--- src/rtl/sap_cpu_core.sv ---
// sap_cpu_core: width-generic accumulator CPU with a flow-controlled program loader.
// Optional feature macro: SAP_CPU_COND_JUMP_EN (JC/JZ implemented; otherwise they execute as NOP).
module sap_cpu_core #(
  parameter int unsigned DATA_W = 8,
  parameter int unsigned ADDR_W = 4
) (
  input  logic              clk,
  input  logic              clear,
  input  logic              prog,
  input  logic              prog_valid,
  input  logic [DATA_W-1:0] prog_data,
  output logic              prog_ready,
  output logic              done_load,
  output logic [DATA_W-1:0] out_data,
  output logic              out_valid,
  output logic              cf,
  output logic              zf,
  output logic              halted
);
  localparam int unsigned DEPTH = 2 ** ADDR_W;

  typedef enum logic [2:0] {
    S_IDLE, S_LOAD, S_DONE, S_FETCH, S_EXEC, S_HALT
  } state_t;

  typedef enum logic [3:0] {
    OP_NOP = 4'h0, OP_LDA = 4'h1, OP_ADD = 4'h2, OP_SUB = 4'h3,
    OP_STA = 4'h4, OP_LDI = 4'h5, OP_JMP = 4'h6, OP_JC  = 4'h7,
    OP_JZ  = 4'h8, OP_OUT = 4'hE, OP_HLT = 4'hF
  } opcode_t;

  state_t              state_q, state_d;
  logic [ADDR_W-1:0]   pc_q, pc_d;
  logic [3:0]          ir_op_q, ir_op_d;
  logic [ADDR_W-1:0]   ir_arg_q, ir_arg_d;
  logic [DATA_W-1:0]   a_q, a_d;
  logic [ADDR_W-1:0]   ld_addr_q, ld_addr_d;
  logic [DATA_W-1:0]   out_q, out_d;
  logic                out_valid_q, out_valid_d;
  logic                cf_q, cf_d;
  logic                zf_q, zf_d;
  logic                done_q, done_d;

  logic [DATA_W-1:0]   mem_q [DEPTH];
  logic                mem_we;
  logic [ADDR_W-1:0]   mem_waddr;
  logic [DATA_W-1:0]   mem_wdata;

  logic [DATA_W-1:0]   mem_rdata;
  logic [DATA_W:0]     sum_add;
  logic [DATA_W:0]     sum_sub;

  assign mem_rdata = mem_q[ir_arg_q];
  assign sum_add   = {1'b0, a_q} + {1'b0, mem_rdata};
  // Subtract as A + ~M + 1 so the carry-out reads as "no borrow".
  assign sum_sub   = {1'b0, a_q} + {1'b0, ~mem_rdata} + (DATA_W+1)'(1);

  always_comb begin
    state_d     = state_q;
    pc_d        = pc_q;
    ir_op_d     = ir_op_q;
    ir_arg_d    = ir_arg_q;
    a_d         = a_q;
    ld_addr_d   = ld_addr_q;
    out_d       = out_q;
    out_valid_d = 1'b0;
    cf_d        = cf_q;
    zf_d        = zf_q;
    done_d      = done_q;
    mem_we      = 1'b0;
    mem_waddr   = ld_addr_q;
    mem_wdata   = prog_data;

    unique case (state_q)
      S_IDLE: begin
        if (prog) begin
          state_d   = S_LOAD;
          ld_addr_d = '0;
          done_d    = 1'b0;
        end else begin
          state_d = S_FETCH;
          pc_d    = '0;
        end
      end
      S_LOAD: begin
        if (prog_valid) begin
          mem_we    = 1'b1;
          ld_addr_d = ld_addr_q + ADDR_W'(1);
        end
        if (prog_valid && (ld_addr_q == '1)) begin
          state_d = S_DONE;
          done_d  = 1'b1;
        end else if (!prog) begin
          state_d = S_FETCH;
          pc_d    = '0;
        end
      end
      S_DONE: begin
        if (!prog) begin
          state_d = S_FETCH;
          pc_d    = '0;
        end
      end
      S_FETCH: begin
        ir_op_d  = mem_q[pc_q][DATA_W-1 -: 4];
        ir_arg_d = mem_q[pc_q][ADDR_W-1:0];
        pc_d     = pc_q + ADDR_W'(1);
        state_d  = S_EXEC;
      end
      S_EXEC: begin
        state_d = S_FETCH;
        case (ir_op_q)
          OP_LDA: a_d = mem_rdata;
          OP_ADD: begin
            a_d  = sum_add[DATA_W-1:0];
            cf_d = sum_add[DATA_W];
            zf_d = (sum_add[DATA_W-1:0] == '0);
          end
          OP_SUB: begin
            a_d  = sum_sub[DATA_W-1:0];
            cf_d = sum_sub[DATA_W];
            zf_d = (sum_sub[DATA_W-1:0] == '0);
          end
          OP_STA: begin
            mem_we    = 1'b1;
            mem_waddr = ir_arg_q;
            mem_wdata = a_q;
          end
          OP_LDI: a_d = DATA_W'(ir_arg_q);
          OP_JMP: pc_d = ir_arg_q;
`ifdef SAP_CPU_COND_JUMP_EN
          OP_JC:  if (cf_q) pc_d = ir_arg_q;
          OP_JZ:  if (zf_q) pc_d = ir_arg_q;
`endif
          OP_OUT: begin
            out_d       = a_q;
            out_valid_d = 1'b1;
          end
          OP_HLT: state_d = S_HALT;
          default: ;
        endcase
      end
      S_HALT: begin
        if (prog) begin
          state_d   = S_LOAD;
          ld_addr_d = '0;
          done_d    = 1'b0;
        end
      end
      default: state_d = S_IDLE;
    endcase
  end

  always_ff @(posedge clk or posedge clear) begin
    if (clear) begin
      state_q     <= S_IDLE;
      pc_q        <= '0;
      ir_op_q     <= '0;
      ir_arg_q    <= '0;
      a_q         <= '0;
      ld_addr_q   <= '0;
      out_q       <= '0;
      out_valid_q <= 1'b0;
      cf_q        <= 1'b0;
      zf_q        <= 1'b0;
      done_q      <= 1'b0;
    end else begin
      state_q     <= state_d;
      pc_q        <= pc_d;
      ir_op_q     <= ir_op_d;
      ir_arg_q    <= ir_arg_d;
      a_q         <= a_d;
      ld_addr_q   <= ld_addr_d;
      out_q       <= out_d;
      out_valid_q <= out_valid_d;
      cf_q        <= cf_d;
      zf_q        <= zf_d;
      done_q      <= done_d;
    end
  end

  // RAM contents deliberately survive clear.
  always_ff @(posedge clk) begin
    if (mem_we) mem_q[mem_waddr] <= mem_wdata;
  end

  assign prog_ready = (state_q == S_LOAD);
  assign halted     = (state_q == S_HALT);
  assign done_load  = done_q;
  assign out_data   = out_q;
  assign out_valid  = out_valid_q;
  assign cf         = cf_q;
  assign zf         = zf_q;
endmodule

--- config.mk ---
export PLATFORM = sky130hd
export DESIGN_NAME = sap_cpu_core
export DESIGN_NICKNAME = d
export VERILOG_FILES = /design/src/rtl/sap_cpu_core.sv
export SDC_FILE = /design/constraint.sdc
export NUM_CORES = 1
export LEC_CHECK = 0
export BUFFER_PORTS_ARGS = -buffer_cell sky130_fd_sc_hd__buf_2
export CORE_ASPECT_RATIO = 1.5
export CORE_UTILIZATION = 30
export DETAILED_ROUTE_END_ITERATION = 6
export PLACE_DENSITY = 0.5
export REMOVE_ABC_BUFFERS = 1
export SETUP_SLACK_MARGIN = 0.05
export SYNTH_ARGS = -nofsm -noshare
export SYNTH_HDL_FRONTEND = slang
export SYNTH_SLANG_ARGS = --single-unit
--- constraint.sdc ---
create_clock -name clk -period 8.3 [get_ports clk]
set_clock_uncertainty 0.2 [all_clocks]
set_input_delay 0.83 -clock clk [delete_from_list [all_inputs] [get_ports clk]]
set_output_delay 0.83 -clock clk [all_outputs]
set_load 0.02 [all_outputs]
==> results of run 1 <==
power groups by stage:
stage,logic (mW),registers (mW),clock network [mW]
global placement,1.71,1.26,0
finish,1.72,1.24,0.848
detailed placement,1.72,1.26,0
CTS,1.72,1.24,0.869
global route,1.89,1.27,0.898
floorplan,1.25,1.23,0
cell usage in the layout, fill, tap and decap left out, types with 19 or more instances in the layout:
| cell | instances |
|---|---|
| dfrtp_1 | 37 |
| mux2_2 | 25 |
| mux4_2 | 61 |
| ha_1 | 19 |
| o21ai_0 | 22 |
| nand2_1 | 22 |
| buf_2 | 25 |
| mux4_1 | 19 |
| nor2_1 | 44 |
| inv_1 | 20 |
| edfxtp_1 | 128 |
cell families after synthesis:
group                      after synthesis  share of synthesized area [%]
muxes                                  105                           24.1
buffers and inverters                   61                           3.68
AOI/OAI and AO/OA                       94                           6.74
xor gates and xnor gates                 9                          0.881
adders and majority gates               21                           3.10
and+or+nand+nor                        132                           7.68
DFF                                    167                           53.9
worst min-delay path by stage:
| stage | end | cells after the start | slack [ns] | from |
|---|---|---|---|---|
| after floorplan | a_q[2] | 1 | 0.33 | a_q[2] |
| after global placement | out_data[4] | 1 | 0.29 | out_data[4] |
| after detailed placement | out_data[3] | 1 | 0.30 | out_data[3] |
| after CTS | out_data[3] | 1 | 0.31 | out_data[3] |
| after global routing | out_data[0] | 1 | 0.33 | out_data[0] |
| final | out_data[0] | 1 | 0.30 | out_data[0] |
critical path: stages, from the launching register on:
cell and delay, ns:
dfrtp_2 1.07, mux4_1 0.67, mux4_2 0.53, clkinv_2 0.07
ha_1 0.32, a211oi_1 0.28, o21bai_1 0.11, a21oi_1 0.25
o21bai_1 0.09, a2111oi_0 0.54, a211oi_1 0.09
sequential cells by signal, indices dropped and copies added (netlist names):
signal     cells
out_data       8
a_q            8
ir_op_q        4
zf             1
done_load      1
ir_arg_q       4
cf             1
out_valid      1
pc_q           4
state_q        3
mem_q        128
ld_addr_q      4
layout make-up:
| cell class | count | area share, % |
|---|---|---|
| Clock buffer | 20 | 4.34 |
| Multi-Input combinational cell | 361 | 37.8 |
| Inverter | 23 | 0.883 |
| Sequential cell | 167 | 47.9 |
| Tap cell | 395 | 4.91 |
| Clock inverter | 11 | 1.79 |
| Timing Repair Buffer | 40 | 2.36 |
metrics by stage:
step                std cells  total power, mW  utilization, %  worst slack (ns)  area, sq um
floorplan                 551             2.49               -              4.15         8710
global placement          986             2.96            32.1              3.99         9440
detailed placement        986             2.98            32.1              3.95         9440
CTS                      1017             3.84            34.2              3.92        10100
global route             1017             4.05            34.2              3.70        10100
finish                   1017             3.81            34.2              3.91        10100
layer usage:
metal | track usage, % | share of wire, % | vias up
met5 | 0 | 0 | -
met4 | 8.82 | 4.0 | 0
met3 | 2.57 | 3.2 | 44
met2 | 29.2 | 55 | 129
met1 | 17.0 | 38 | 2829
li1 | - | - | 2399
==> metrics.md, run 1 <==
| Metric | Value |
|---|---|
| Status | `complete, no violations` |
| Crit path DAT | `between 4 and 5 ns` |
| P_int | `2.35 mW` |
| Register area | `0.00482 sq mm` |
| Vias in the first global route | `roughly 5600` |
| Min cycle time layout | `4.39 ns` |
| Htree depth | `4` |
| Syn Inst Count | `589` |
| Final period util | `52.9%` |
| Register-to-register setup slack | `3.91 ns` |
| Power per cell area | `about 380 mW/mm^2` |
| Diodes inserted | `0` |
| Fillers | `2810` |
| Reg2reg end | `cf` |
| Rel. slew slack | `22.4%` |
| Post-Syn Area | `0.00895 sq mm` |
| Synth warn | `0` |
| Root buffer cell | `clkbuf_16` |
| Syn-to-layout area delta | `12.4%` |
| Core area | `0.0294 sq mm` |
| Routed Wire Length | `between 20 and 25 mm` |
| Die ar. | `0.0305 sq mm` |
| Pre-antenna DRT Iters | `4` |
| Max rail drop VDD | `0.182 mV` |
| Worst-margin pin slew | `around 1.2 ns` |
| FFs w/ async S/R, synth | `around a quarter` |
| Initial antenna violation count | `0` |
| Via count | `5401` |
| Row cnt | `77` |
| Finish-stage setup viols | `0` |
| First DRT Iteration DRCs | `335` |
| Setup crit start kind | `flip-flop` |
| Initial Utilization | `30.5%` |
| Clk sink count | `167` |
| Hold Crit Class | `reg -> reg` |
| RR Startpoint | `ir_arg_q[0]` |
| WP data required | `approximately 8.4 ns` |
| Final #Nets | `~640` |
| Commonest cells post-synth | `128 x edfxtp_1, 61 x mux4_2, 44 x nor2_1` |
| PostCTS Resize Cnt | `0` |
| Seq/Total Area, Yosys | `53.9%` |
| Post-DRT Antenna Nets | `0` |
| Total gr overflow | `0` |
| DRC Markers | `0` |
| Upper clock frequency limit | `228 MHz` |
| Setup Buffers After CTS | `0` |
| Cts hold-fix bufs | `0` |
| Yosys reg bits | `around 170` |
| Sum Neg Setup Slack | `0 ns` |
| Die W | `roughly 140 um` |
| Area fraction of the dominant cell type after synthesis | `42.9%` |
| Setup crit end kind | `flip-flop` |
| Pleak | `between 3 and 4 nW` |
| Library cells used by synthesis | `60` |
| Drt via density | `between 5 and 6` |
| Clk pwr share | `22.3%` |
| CP Class | `reg -> reg` |
| GPL Wtd Cong | `0.880` |
| Primary FF master, synth | `edfxtp_1` |
| FF-to-FF path depth | `10` |
| Most common cell in the netlist | `edfxtp_1` |
| Combinational power share | `roughly 45%` |
| Area occupied by multi-input gates | `0.00380 sq mm` |
| Area contributors post-synth | `edfxtp_1 43%, mux4_2 15%, dfrtp_1 11%` |
| CP endpoint | `cf` |
| I/O pin count | `26` |
| Gr usage total | `15.8%` |
| Worst setup path startpoint | `ir_arg_q[0]` |
| RSZ-0062 raised after global routing | `false` |
| Final Hold Slack | `between 0.3 and 0.4 ns` |
| Worst-Skew Late Latency | `0.44 ns` |
| Clock-pin slew on the worst setup and hold paths | `0.06 ns` |
| CTS tree | `built` |
| Sw frac | `38.5%` |
| Hold Fails Final Rpt | `0` |
| CTS buffer count | `17` |
| Deepest clock path buffer count | `2` |
| Max-slew violations | `0` |
| EDFF count, synth | `128` |
| Reg power frac | `32.6%` |
| Syn_area_per_cell | `around 15 sq um` |
| Max-capacitance violation count | `0` |
| Switch Pwr | `approximately 1.5 mW` |
| Layout cells sized above 1 | `between 20% and 30%` |
| Largest net degree at the start of global routing | `40` |
| First-pass GRT wire length | `34.2 mm` |
| Critical Path Fanout Max | `35` |
| Die Y | `214 um` |
| Detailed placement HPWL | `15.6 mm` |
| Synth area leader | `edfxtp_1` |
| Port buffer count | `25` |
| DR WL/cell | `around 22 um` |
Note: power is estimated with default switching activity, not from simulation.
==> run 2: changes to the inputs <==
==> constraint.sdc (replaced) <==
create_clock -name clk -period 4.5 [get_ports clk]
set_clock_uncertainty 0.2 [all_clocks]
set_input_delay 0.45 -clock clk [delete_from_list [all_inputs] [get_ports clk]]
set_output_delay 0.45 -clock clk [all_outputs]
set_load 0.02 [all_outputs]
==> run 2 against run 1 <==
  * Largest power group unchanged
  * Via count rose by 2.1%
  * Critical path type unchanged
  * The flow now finishes with violations (hold timing)
  * Largest cell class unchanged
  * Critical path depth up 1
  * Clock-buffer cell count decreased by 3
==> metrics.md, run 2 (synthesis results as in run 1) <==
| Metric | Value |
|---|---|
| Status | `finished with violations` |
| Failing checks | `hold timing` |
| Max-capacitance violation count | `0` |
| Pre-antenna DRT Iters | `5` |
| Pleak | `3.57 nW` |
| CTS tree | `built` |
| Htree depth | `4` |
| Core area | `0.0294 sq mm` |
| CP peak stage delay | `between 0.5 and 0.6 ns` |
| Post-DRT Antenna Nets | `0` |
| Port buffer count | `25` |
| Max reg flops | `128` |
| Fillers | `2793` |
| Max-slew violations | `0` |
| I/O pin count | `26` |
| Setup crit end kind | `flip-flop` |
| Upper clock frequency limit | `249 MHz` |
| CP cell instances | `buf_12 -> mux4_1 -> mux4_2 -> clkinv_2 -> ha_1 -> a211oi_1 -> o21bai_1 -> a21oi_1 -> o21bai_1 -> a2111oi_0 -> a211oi_1` |
| First DRT Iteration DRCs | `355` |
| Row cnt | `77` |
| Min cycle time layout | `a little over 4 ns` |
| RSZ-0062 raised after global routing | `false` |
| Rel. slew slack | `39.5%` |
| Sum Neg Setup Slack | `0 ns` |
| Via count | `5512` |
| First-pass GRT wire length | `~36 mm` |
| Final period util | `89.4%` |
| Setup Buffers After CTS | `0` |
| Area post-placement | `0.00958 sq mm` |
| Worst-margin pin slew | `0.907 ns` |
| Gr usage total | `16.5%` |
| Final Cell Area | `0.0102 sq mm` |
| Worst-Skew Late Latency | `0.44 ns` |
| Die W | `143 um` |
| Total gr overflow | `0` |
| Layout cells sized above 1 | `28.3%` |
| DR WL/cell | `22.8 um` |
| Die Y | `between 200 and 250 um` |
| Critical Path Fanout Max | `21` |
| WP data required | `4.60 ns` |
| Most flop-heavy register | `mem_q` |
| Final core utilization | `a little over a third` |
| Setup crit start kind | `flip-flop` |
| Final Hold Slack | `-0.0111 ns` |
| Slowest CP cell | `mux4_1` |
| Initial Utilization | `30.5%` |
| Diodes inserted | `0` |
| Clock-pin slew on the worst setup and hold paths | `0.07 ns` |
| GPL Wtd Cong | `0.854` |
| Total power | `a little over 7 mW` |
| Hold Fails Final Rpt | `6` |
| CTS buffer count | `17` |
| Drt via density | `5.33` |
| Power per cell area | `703 mW/mm^2` |
| Crit path DAT | `4.12 ns` |
| CP Class | `reg -> reg` |
| Most frequent cells in the layout | `128 x edfxtp_1, 61 x mux4_2, 44 x nor2_1, 37 x dfrtp_1, 30 x buf_4` |
| Initial antenna violation count | `0` |
| DRC Markers | `0` |
| Hold Crit Class | `in -> async` |
| Routed Wire Length | `23.5 mm` |
| Commonest non-fill, non-tap cell in the layout | `edfxtp_1` |
| Deepest clock path buffer count | `2` |
| Vias in the first global route | `5890` |
| Die ar. | `0.0305 sq mm` |
| Clk sink count | `167` |
| Root buffer cell | `clkbuf_16` |
| Final #Nets | `659` |
| Syn-to-layout area delta | `13.8%` |
| Max rail drop VDD | `0.246 mV` |
| PostCTS Resize Cnt | `0` |
| Largest net degree at the start of global routing | `40` |
| Detailed placement HPWL | `16.7 mm` |
| Finish-stage setup viols | `0` |
| Cts hold-fix bufs | `0` |
run 2: cell types whose count changed in the layout (fill, tap and decap cells not counted), moves of 2 or more:
| cell | previous run | this run |
|---|---|---|
| buf_4 | 15 | 30 |
| inv_6 | 0 | 7 |
| bufinv_16 | 5 | 3 |
| clkinv_1 | 2 | 0 |
| clkbuf_1 | 3 | 0 |
run 2: path summary, 6_finish.rpt:
kind	start	endpoint	slack (ns)	cells after the start
setup reg to reg	ir_arg_q[0]	cf	0.48	11
setup / recovery	ir_arg_q[0]	cf	0.48	11
hold reg to reg	out_data[0]	out_data[0]	0.30	1
min in group clk	prog	done_load	0.19	4
max in group asynchronous	clear	ir_arg_q[0]	3.47	2
hold / removal	clear	ld_addr_q[2]	-0.01	2
run 2: per-stage QoR:
stage	hold slack, ns	setup WS (ns)	cells
after detailed placement	0.291	0.482	1002
final	-0.0111	0.478	1034
after CTS	0.0184	0.452	1034
after floorplan	0.330	0.350	551
after global placement	0.286	0.525	1002
after global routing	0.0536	0.262	1034
run 2: area by class of cell:
class	count	area, sq um	share of cell area, %
clock buffer	17	425	4.18
multi-input combinational	361	3800	37.3
sequential	167	4820	47.3
tap	395	494	4.85
clock inverter	15	186	1.83
inverter	23	88.8	0.872
timing repair buffer	56	370	3.64
run 2: worst max-delay path, delay by kind of cell, from the launching register on:
family	cells	cell delay [ns]
multiplexers	2	1.08
adder cells (fa/ha/maj)	1	0.33
AO/OA/AOI/OAI	6	1.39
flip-flops	1	0.56
buffers and inverters	2	0.32
run 2: power by group:
group	internal, mW	leakage (nW)	switching [mW]	total, mW
combinational	1.56	1.62	1.87	3.43
clock	0.887	0.306	0.655	1.54
sequential	1.85	1.65	0.334	2.19
total	4.30	3.57	2.86	7.16
run 2: metal layers:
| metal | part of all wire (%) | GRT usage (%) | vias up |
|---|---|---|---|
| met5 | 0 | 0 | - |
| met4 | 3.9 | 8.19 | 0 |
| met3 | 3.6 | 2.93 | 48 |
| met2 | 56 | 31.4 | 150 |
| met1 | 37 | 17.3 | 2890 |
| li1 | - | - | 2424 |
